**config.mk**
```make
export PLATFORM = sky130hd
export DESIGN_NAME = lsu_ctrl
export DESIGN_NICKNAME = d
export VERILOG_FILES = /design/src/rtl/lsu_pkg.sv /design/src/rtl/lsu_lane_align.sv /design/src/rtl/lsu_ctrl.sv
export SDC_FILE = /design/constraint.sdc
export NUM_CORES = 1
export LEC_CHECK = 0
export ABC_AREA = 1
export CORE_AREA = 2 2 133 135
export CTS_BUF_LIST = sky130_fd_sc_hd__clkbuf_4
export DETAILED_ROUTE_END_ITERATION = 6
export DIE_AREA = 0 0 135 137
export GPL_ROUTABILITY_DRIVEN = 0
export PLACE_DENSITY_LB_ADDON = 0.05
export REMOVE_ABC_BUFFERS = 1
export SETUP_SLACK_MARGIN = 0.1
export SLEW_MARGIN = 40
export SYNTH_ARGS = -nofsm -noshare
export SYNTH_HDL_FRONTEND = slang
export SYNTH_SLANG_ARGS = --single-unit
```
**constraint.sdc**
```tcl
create_clock -name i_clk -period 6.45 [get_ports i_clk]
set_input_delay 1.29 -clock i_clk [delete_from_list [all_inputs] [get_ports i_clk]]
set_output_delay 1.29 -clock i_clk [all_outputs]
set_load 0.05 [all_outputs]
```
**src/rtl/lsu_pkg.sv**
```systemverilog
`default_nettype none
// lsu_pkg: access-mask codes, sequencer state encoding and mask legality check
// shared by the load/store unit files.
package lsu_pkg;

  localparam logic [4:0] MASK_B  = 5'b00001;
  localparam logic [4:0] MASK_H  = 5'b00011;
  localparam logic [4:0] MASK_W  = 5'b01111;
  localparam logic [4:0] MASK_BU = 5'b10001;
  localparam logic [4:0] MASK_HU = 5'b10011;

  typedef enum logic [1:0] {
    IDLE = 2'd0,
    ACC0 = 2'd1,
    ACC1 = 2'd2,
    RESP = 2'd3
  } state_t;

  // Unsigned variants only make sense for loads.
  function automatic logic is_legal_mask(input logic [4:0] mask, input logic wr);
    logic known;
    known = (mask == MASK_B) || (mask == MASK_H) || (mask == MASK_W) ||
            (mask == MASK_BU) || (mask == MASK_HU);
    return known && !(mask[4] && wr);
  endfunction

endpackage
`default_nettype wire

```
**src/rtl/lsu_lane_align.sv**
```systemverilog
`default_nettype none
// lsu_lane_align: byte-lane placement of store data/enables across two words and
// extraction plus sign/zero extension of load data from the captured read words.
module lsu_lane_align
  import lsu_pkg::*;
(
  input  logic [1:0]  off,
  input  logic [4:0]  mask,
  input  logic [31:0] wdata,
  input  logic [31:0] lo,
  input  logic [31:0] hi,
  output logic [7:0]  be8,
  output logic [63:0] wd64,
  output logic [31:0] ldata
);

  logic [31:0] raw;

  always_comb begin
    be8  = {4'b0000, mask[3:0]} << off;
    wd64 = {32'd0, wdata} << {off, 3'b000};
    raw  = 32'({hi, lo} >> {off, 3'b000});

    case (mask[3:0])
      MASK_B[3:0]: ldata = mask[4] ? {24'd0, raw[7:0]}  : {{24{raw[7]}}, raw[7:0]};
      MASK_H[3:0]: ldata = mask[4] ? {16'd0, raw[15:0]} : {{16{raw[15]}}, raw[15:0]};
      default:     ldata = raw;
    endcase
  end

endmodule
`default_nettype wire

```
**src/rtl/lsu_ctrl.sv**
```systemverilog
`default_nettype none
// lsu_ctrl: single-outstanding load/store sequencer driving a word-aligned req/ack
// memory bus; misaligned accesses are split into two word transactions.
module lsu_ctrl
  import lsu_pkg::*;
#(
  parameter int TIMEOUT_CYC = 16
) (
  input  logic        i_clk,
  input  logic        i_reset,
  input  logic        i_req_vld,
  output logic        o_req_rdy,
  input  logic [31:0] i_addr,
  input  logic [31:0] i_wdata,
  input  logic        i_wr,
  input  logic [4:0]  i_mask,
  output logic        o_mem_req,
  output logic [31:0] o_mem_addr,
  output logic        o_mem_we,
  output logic [3:0]  o_mem_be,
  output logic [31:0] o_mem_wdata,
  input  logic        i_mem_ack,
  input  logic [31:0] i_mem_rdata,
  output logic        o_rsp_vld,
  output logic [31:0] o_rsp_rdata,
  output logic        o_rsp_err
);

  localparam int CW = (TIMEOUT_CYC > 1) ? $clog2(TIMEOUT_CYC) : 1;
  localparam logic [CW-1:0] TO_LAST = (TIMEOUT_CYC > 0) ? CW'(TIMEOUT_CYC - 1) : '0;

  state_t        state, state_nx;
  logic [31:0]   addr_r, wdata_r, lo_r, hi_r;
  logic          wr_r, err_r, gap_r;
  logic [4:0]    mask_r;
  logic [CW-1:0] cnt;

  logic [7:0]    be8;
  logic [63:0]   wd64;
  logic [31:0]   ldata;
  logic          split, timeout_hit;
  logic [31:0]   base_addr, next_addr;

  lsu_lane_align u_align (
    .off   (addr_r[1:0]),
    .mask  (mask_r),
    .wdata (wdata_r),
    .lo    (lo_r),
    .hi    (hi_r),
    .be8   (be8),
    .wd64  (wd64),
    .ldata (ldata)
  );

  assign split       = |be8[7:4];
  assign timeout_hit = (TIMEOUT_CYC > 0) && (cnt == TO_LAST);
  assign base_addr   = {addr_r[31:2], 2'b00};
  assign next_addr   = {addr_r[31:2] + 30'd1, 2'b00};

  always_ff @(posedge i_clk or posedge i_reset) begin
    if (i_reset) begin
      state   <= IDLE;
      addr_r  <= '0;
      wdata_r <= '0;
      wr_r    <= 1'b0;
      mask_r  <= '0;
      err_r   <= 1'b0;
      lo_r    <= '0;
      hi_r    <= '0;
      cnt     <= '0;
      gap_r   <= 1'b0;
    end else begin
      state <= state_nx;
      case (state)
        IDLE: begin
          if (i_req_vld) begin
            addr_r  <= i_addr;
            wdata_r <= i_wdata;
            wr_r    <= i_wr;
            mask_r  <= i_mask;
            err_r   <= !is_legal_mask(i_mask, i_wr);
            lo_r    <= '0;
            hi_r    <= '0;
            cnt     <= '0;
            gap_r   <= 1'b0;
          end
        end
        ACC0: begin
          if (i_mem_ack) begin
            if (!wr_r) lo_r <= i_mem_rdata;
            cnt   <= '0;
            gap_r <= 1'b1;
          end else if (timeout_hit) begin
            err_r <= 1'b1;
          end else begin
            cnt <= cnt + CW'(1);
          end
        end
        ACC1: begin
          // One idle bus cycle separates the two halves of a split access.
          if (gap_r) begin
            gap_r <= 1'b0;
          end else if (i_mem_ack) begin
            if (!wr_r) hi_r <= i_mem_rdata;
          end else if (timeout_hit) begin
            err_r <= 1'b1;
          end else begin
            cnt <= cnt + CW'(1);
          end
        end
        default: ;
      endcase
    end
  end

  always_comb begin
    state_nx    = state;
    o_req_rdy   = 1'b0;
    o_mem_req   = 1'b0;
    o_mem_addr  = '0;
    o_mem_we    = 1'b0;
    o_mem_be    = '0;
    o_mem_wdata = '0;
    o_rsp_vld   = 1'b0;
    o_rsp_rdata = '0;
    o_rsp_err   = 1'b0;

    case (state)
      IDLE: begin
        o_req_rdy = 1'b1;
        if (i_req_vld) state_nx = is_legal_mask(i_mask, i_wr) ? ACC0 : RESP;
      end
      ACC0: begin
        o_mem_req   = 1'b1;
        o_mem_addr  = base_addr;
        o_mem_we    = wr_r;
        o_mem_be    = be8[3:0];
        o_mem_wdata = wd64[31:0];
        if (i_mem_ack)        state_nx = split ? ACC1 : RESP;
        else if (timeout_hit) state_nx = RESP;
      end
      ACC1: begin
        if (!gap_r) begin
          o_mem_req   = 1'b1;
          o_mem_addr  = next_addr;
          o_mem_we    = wr_r;
          o_mem_be    = be8[7:4];
          o_mem_wdata = wd64[63:32];
          if (i_mem_ack || timeout_hit) state_nx = RESP;
        end
      end
      RESP: begin
        o_rsp_vld   = 1'b1;
        o_rsp_err   = err_r;
        o_rsp_rdata = (wr_r || err_r) ? 32'd0 : ldata;
        state_nx    = IDLE;
      end
      default: state_nx = IDLE;
    endcase
  end

endmodule
`default_nettype wire

```
==> impl_metrics.tcl, run 1 <==
set metrics [dict create \
    worst_pin_slew_ps 842 \
    yosysWarnings 0 \
    outcome "complete, but fails checks" \
    holdPathStages 2 \
    r2r_end "lo_r[27]" \
    clockRootBuffer "clkbuf_4" \
    synth_ff_type "dfrtp_1" \
    critical_path.cell_chain "inv_1, ha_1, nand2_2, clkinv_1, nor2_1, inv_2, o21ai_0, a21oi_1, clkdlybuf4s50_1" \
    place_ws_ps 1580 \
    grt_max_degree 94 \
    htreeDepth 4 \
    slowest_stage "clkinv_1" \
    ios 211 \
    drt-wirelength-per-cell_um 15.7 \
    worstPathArrival_ps 4200 \
    floorplan.rows 48 \
    overflow 0 \
    period_needed_ps 5490 \
    grt_pass1_wl_um 42200 \
    ys_ff_latch 134 \
    synth-edff-count 0 \
    start_util_pct 51.4 \
    relSlewSlack_pct 43.5 \
    synth_cell_type_count 39 \
    crit_buf_inv 4 \
    rr_startpoint "state[1]" \
    syn_area_per_cell_um2 6.79 \
    area_delta_synth_final_pct 26.9 \
    synth_top_area_share_pct 38.3 \
    max_freq_mhz 182 \
    synthArstFlopShare_pct 100 \
    vdd_drop_max_v 0.000359 \
    yosysTopAreaCell "dfrtp_1" \
    reg2reg_depth 8 \
    power_frac_clock_pct 9.1 \
    switching_share_pct 57.1 \
    vias 9291 \
    place_hpwl_um 17700 \
    via_per_inst 5.50 \
    syn_area_um2 8760 \
    postCtsHoldBufs 0 \
    period_share_pct 85.1 \
    synth_most_common_cell "nand2_1" \
    yosys-top-cells-area "dfrtp_1 38%, nand2_1 9.2%, o21ai_0 8.9%" \
    hold_end "lo_r[0]" \
    skew_ps 21.4 \
    tns_ps 0 \
    post_cts_buffers 0 \
    cts-resized-gates 0 \
    grt.total_usage_pct 28.8 \
    synthTopCellsByCount "215 x nand2_1, 193 x nor2_1, 155 x o21ai_0" \
    drive_gt1_share_pct 5.26 \
    wl_um 26500 \
    cp_max_fo 23 \
    clock_path_buffers 2 \
    nets 1562 \
    r2r_setup_slack_ps 4000 \
    p_sw_w 0.00347 \
    path_clk_slew_ps 130 \
    nFillCells 1621 \
    antenna_found_initial 1 \
    drv_cap 0 \
    drt_iter0_drc 782 \
    criticalPathCategory "reg2out" \
    slew_viol_final 0 \
    die_x_um 135 \
    cts_tree "yes" \
    worst_slack_ps 962 \
    startpoint_type "flop" \
    crit_family "buffers and inverters" \
    clk_latency_ps 580 \
    drc 3 \
    cts_buffers 17 \
    fp.dieH_um 137 \
    die_area_um2 18500 \
    p_comb_share_pct 66.3 \
    p_leak_nw 4.90 \
    ant_nets 0 \
    core_um2 17100 \
    hold_slack_ps 530 \
    netlist_instances 1291 \
    cp_data_required_time_ps 5160 \
    rsz0062_at_grt "no" \
    violations "design-rule violations" \
    dr.pass1.iters 7 \
    hold_class "reg2reg" \
    end_kind "output pin" \
    cts.sinks 134 \
    setup_viol 0 \
    seqPwrFrac_pct 24.7 \
    power_density_nw_per_um2 547 \
    final_hold_viol_count 0 \
    intPower_w 0.00261 \
    numPortBuffers 208 \
    ys_seq_area_share_pct 38.3 \
    grt_pass1_vias 8421 \
    worstHoldStart "lo_r[0]" \
    slowest_delay_ps 790 \
]
==> state kept, by name, indices dropped and copies added, names as in the netlist, 2 cells and up <==
register,count
addr_r,32
lo_r,32
wdata_r,32
hi_r,24
mask_r,5
cnt,4
state,2
==> cell type report <==
| cell class | count | area (um^2) | share of cell area, % |
|---|---|---|---|
| diodes | 1 | 2.50 | 0.0225 |
| clock buffers | 18 | 135 | 1.22 |
| clock inverters | 14 | 126 | 1.14 |
| inverters | 160 | 611 | 5.49 |
| multi-input cells | 919 | 4450 | 40.0 |
| flip-flops and latches | 134 | 3360 | 30.2 |
| well taps | 225 | 282 | 2.53 |
| repair buffers | 218 | 2160 | 19.4 |
==> cells in the final DEF (no fill, tap or decap), types with 5 or more instances in the layout <==
cell type / instances
nand2_1: 214
clkdlybuf4s50_1: 208
nor2_1: 193
o21ai_0: 155
inv_1: 149
a21oi_1: 134
dfrtp_1: 132
nand3_1: 113
a211oi_1: 24
clkbuf_4: 18
nand4_1: 14
mux2_2: 11
buf_4: 10
o22ai_1: 9
inv_2: 7
o211ai_1: 7
a221oi_1: 7
o21ai_1: 5
ha_1: 5
clkinvlp_4: 5
==> power by group through the flow <==
stage,logic (W),clock network (W),registers (W)
after floorplan,0.00276,0,0.00151
after global placement,0.00394,0,0.00150
after detailed placement,0.00400,0,0.00151
after CTS,0.00402,0.000556,0.00149
after global routing,0.00440,0.000588,0.00155
final,0.00403,0.000551,0.00150
==> per-stage QoR <==
| step | area (um^2) | instances | power, W | utilization, % |
|---|---|---|---|---|
| floorplan | 8380 | 1213 | 0.00427 | - |
| global placement | 10800 | 1656 | 0.00545 | 63.6 |
| detailed placement | 10900 | 1656 | 0.00551 | 63.6 |
| CTS | 11100 | 1688 | 0.00606 | 65.2 |
| global route | 11100 | 1689 | 0.00654 | 65.2 |
| finish | 11100 | 1689 | 0.00608 | 65.2 |
==> cells by family (layout without fill, tap and decap cells) <==
family | Yosys count | in the layout | synth area share, %
AO/OA/AOI/OAI | 347 | 347 | 21.4
XOR/XNOR | 3 | 3 | 0.300
AND/OR/NAND/NOR | 550 | 550 | 26.4
other | 1 | 3 | 0.0428
flip-flops | 134 | 134 | 38.3
multiplexers | 11 | 11 | 1.41
adder cells (fa/ha/maj) | 6 | 6 | 0.857
buffers and inverters | 239 | 410 | 11.3
==> worst register-to-register path: cells and delay by family, from the launching register on <==
| kind | cells | cell delay (ps) |
|---|---|---|
| fa+ha+maj | 1 | 190 |
| simple gates | 2 | 340 |
| flops | 1 | 440 |
| buf+inv | 3 | 1060 |
| compound gates | 2 | 340 |
==> layer usage <==
metal | up-vias | wire [um] | global-route usage, %
li1 | 4567 | - | -
met4 | 0 | 708 | 11.3
met1 | 4289 | 11500 | 38.6
met5 | - | 0 | 0
met2 | 385 | 12100 | 45.3
met3 | 50 | 2130 | 6.96
==> worst max path at each step <==
stage	from	endpoint	depth (start not counted)
after floorplan	addr_r[0]	o_rsp_rdata[0]	2
after global placement	state[0]	o_mem_addr[23]	9
after detailed placement	state[0]	o_mem_addr[21]	9
after CTS	state[0]	o_mem_addr[21]	9
after global routing	state[0]	o_mem_addr[21]	9
final	state[0]	o_mem_addr[21]	9
Power figures use the tool's default switching activity.
==> inputs of run 2 (changes only) <==
--- a/config.mk
+++ b/config.mk
@@ -5,11 +5,10 @@
 export SDC_FILE = /design/constraint.sdc
 export NUM_CORES = 1
 export LEC_CHECK = 0
-export ABC_AREA = 1
-export CORE_AREA = 2 2 133 135
+export CORE_AREA = 2 2 131 133
 export CTS_BUF_LIST = sky130_fd_sc_hd__clkbuf_4
 export DETAILED_ROUTE_END_ITERATION = 6
-export DIE_AREA = 0 0 135 137
+export DIE_AREA = 0 0 133 135
 export GPL_ROUTABILITY_DRIVEN = 0
 export PLACE_DENSITY_LB_ADDON = 0.05
 export REMOVE_ABC_BUFFERS = 1
==> run 2 against run 1 <==
The flow now finishes without violations; utilization increased by 1.2 points; sequential power increased by 19%; first-iteration DRC count decreased by 37%; sequential cell count unchanged; cell area decreased by 2.0%; sequential share of layout area increased by 0.62 points; synthesized area decreased by 3.6%; largest cell class unchanged; die area decreased by 2.9%; global-route usage decreased by 2.3 points; count of clock-buffer cells in the layout decreased by 1.
==> impl_metrics.tcl, run 2 <==
set metrics [dict create \
    crit_buf_inv 3 \
    rr_startpoint "state[1]" \
    yosys-top-cells-area "dfrtp_1 40%, mux2_2 11%, mux4_2 8.3%" \
    core_um2 16400 \
    drc 0 \
    vdd_drop_max_v 0.000343 \
    clk_latency_ps 570 \
    postCtsHoldBufs 0 \
    synth_top_area_share_pct 39.7 \
    nFillCells 1350 \
    hold_class "reg2reg" \
    slowest_delay_ps 910 \
    grtUsageMet3_pct 6.12 \
    max_freq_mhz 182 \
    p_sw_w 0.00287 \
    p_total_w 0.00570 \
    synth_most_common_cell "nand2_1" \
    wl_um 23500 \
    antenna_found_initial 0 \
    synth_ff_type "dfrtp_1" \
    nets 1145 \
    criticalPathCategory "reg2out" \
    power_density_nw_per_um2 523 \
    cp_data_required_time_ps 5160 \
    tns_ps 0 \
    dr.pass1.iters 6 \
    start_util_pct 51.5 \
    busiest_layer "met2" \
    syn_area_um2 8450 \
    use_met2_pct 41.8 \
    p_comb_share_pct 59.2 \
    clockRootBuffer "clkbuf_4" \
    overflow 0 \
    path_clk_slew_ps 140 \
    synth_cell_type_count 54 \
    place_ws_ps 1640 \
    rsz0062_at_grt "no" \
    skew_ps 16.0 \
    relSlewSlack_pct 43.7 \
    via_per_inst 5.87 \
    numPortBuffers 208 \
    ys_seq_area_share_pct 39.7 \
    die_x_um 133 \
    drive_gt1_share_pct 16.2 \
    yosysTopAreaCell "dfrtp_1" \
    worst_pin_slew_ps 843 \
    ios 211 \
    worstHoldStart "lo_r[5]" \
    cts.sinks 134 \
    met1_usage_pct 36.6 \
    slowest_stage "clkdlybuf4s50_1" \
    path_common_cell "nand2_1" \
    place_hpwl_um 15700 \
    cp_max_fo 26 \
    critical_path.cell_chain "inv_1, ha_2, buf_4, and2_1, nand2_1, o22ai_1, nand2_1, o31ai_1, clkdlybuf4s50_1" \
    outcome "completed" \
    cts-resized-gates 0 \
    final_hold_viol_count 0 \
    antenna_cells 0 \
    period_share_pct 85.3 \
    synthTopCellsByCount "158 x nand2_1, 134 x dfrtp_1, 83 x o21ai_0" \
    synthArstFlopShare_pct 100 \
    ys_ff_latch 134 \
    intPower_w 0.00282 \
    die_area_um2 18000 \
    clock_path_buffers 2 \
    grt_max_degree 81 \
    worstPathArrival_ps 4210 \
    grt.total_usage_pct 26.6 \
    grt_pass1_wl_um 37700 \
    drt-wirelength-per-cell_um 18.6 \
    power_frac_clock_pct 9.7 \
    ant_nets 0 \
    cts_tree "yes" \
    cts_buffers 17 \
    crit_family "buffers and inverters" \
    yosysWarnings 0 \
    synth-edff-count 0 \
    final_cell_mix "208 x clkdlybuf4s50_1, 155 x nand2_1, 132 x dfrtp_1, 83 x o21ai_0, 81 x mux2_2" \
    netlist_instances 863 \
    area_delta_synth_final_pct 29.0 \
    drv_cap 0 \
    slew_viol_final 0 \
    syn_area_per_cell_um2 9.79 \
    critPathLaunch "state[1]" \
    seqPwrFrac_pct 31.2 \
    fp.dieH_um 135 \
    worst_slack_ps 950 \
    final_common_cell "clkdlybuf4s50_1" \
    drt_iter0_drc 494 \
    floorplan.rows 47 \
    reg_top3 "addr_r (32), lo_r (32), wdata_r (32)" \
    switching_share_pct 50.4 \
    grt_pass1_vias 7181 \
    end_kind "output pin" \
    period_needed_ps 5500 \
    vias 7434 \
    htreeDepth 4 \
    post_cts_buffers 0 \
    setup_viol 0 \
    p_leak_nw 4.39 \
    startpoint_type "flop" \
]
## run 2: changes by cell type after synthesis, moves of 31 or more
cell | previous run | this run
nand3_1 | 113 | 16
inv_1 | 152 | 9
nor2_1 | 193 | 30
mux2i_1 | 0 | 32
mux2_2 | 11 | 81
a21oi_1 | 134 | 27
o21ai_0 | 155 | 83
mux4_2 | 0 | 31
nand2_1 | 215 | 158
## run 2: cell families (layout without fill, tap and decap cells)
logic type               Yosys count  count (layout)  synth area share (%)
XOR/XNOR                           2               2                 0.207
AND/OR/NAND/NOR                  288             288                  16.4
other                              1               2                0.0444
buffers and inverters             75             257                  3.91
adder cells (fa/ha/maj)            6               6                 0.889
flip-flops                       134             134                  39.7
AO/OA/AOI/OAI                    213             213                  16.0
multiplexers                     144             144                  22.9
## run 2: area by class of cell
cell class                      instances  area [um^2]  share of cell area, %
Clock inverter                         15          134                   1.23
Multi-Input combinational cell        655         4810                   44.1
Clock buffer                           17          128                   1.17
Inverter                                9         38.8                  0.356
Sequential cell                       134         3360                   30.8
Timing Repair Buffer                  216         2150                   19.8
Tap cell                              220          275                   2.53
## run 2: final timing paths
kind	slack, ps	depth (start not counted)	to
worst min register to register	500	2	lo_r[5]
worst max register to register	3660	7	lo_r[27]
worst max-delay path	950	9	o_mem_be[2]
max in group asynchronous	4320	3	wdata_r[10]
worst min-delay path	500	2	lo_r[5]
min in group asynchronous	1070	2	hi_r[12]
## run 2: metrics by stage
stage | util [%] | cells | instance area [um^2] | hold WS, ps
floorplan | - | 798 | 8150 | 445
global placement | 64.6 | 1233 | 10600 | 461
detailed placement | 64.7 | 1233 | 10600 | 471
CTS | 66.3 | 1265 | 10900 | 500
global route | 66.4 | 1266 | 10900 | 533
finish | 66.4 | 1266 | 10900 | 500
## run 2: routing by layer
layer	wire length, um	up-vias
met5	0	-
met4	607	0
met3	1570	40
met2	11100	282
met1	10300	3616
li1	-	3496
## run 2: power by group through the flow
stage                     Sequential (W)  Combinational [W]  Clock, W
after floorplan                  0.00169            0.00244         0
after global placement           0.00177            0.00331         0
after detailed placement         0.00179            0.00335         0
after CTS                        0.00177            0.00337  0.000564
after global routing             0.00186            0.00362  0.000595
final                            0.00178            0.00337  0.000552
## run 2: worst reg2reg max path, delay by kind of cell, from the launching register on
kind / cells / cell delay, ps
buffers and inverters: 3 / 1050
adder cells (fa/ha/maj): 1 / 600
flip-flops: 1 / 440
AO/OA/AOI/OAI: 3 / 560
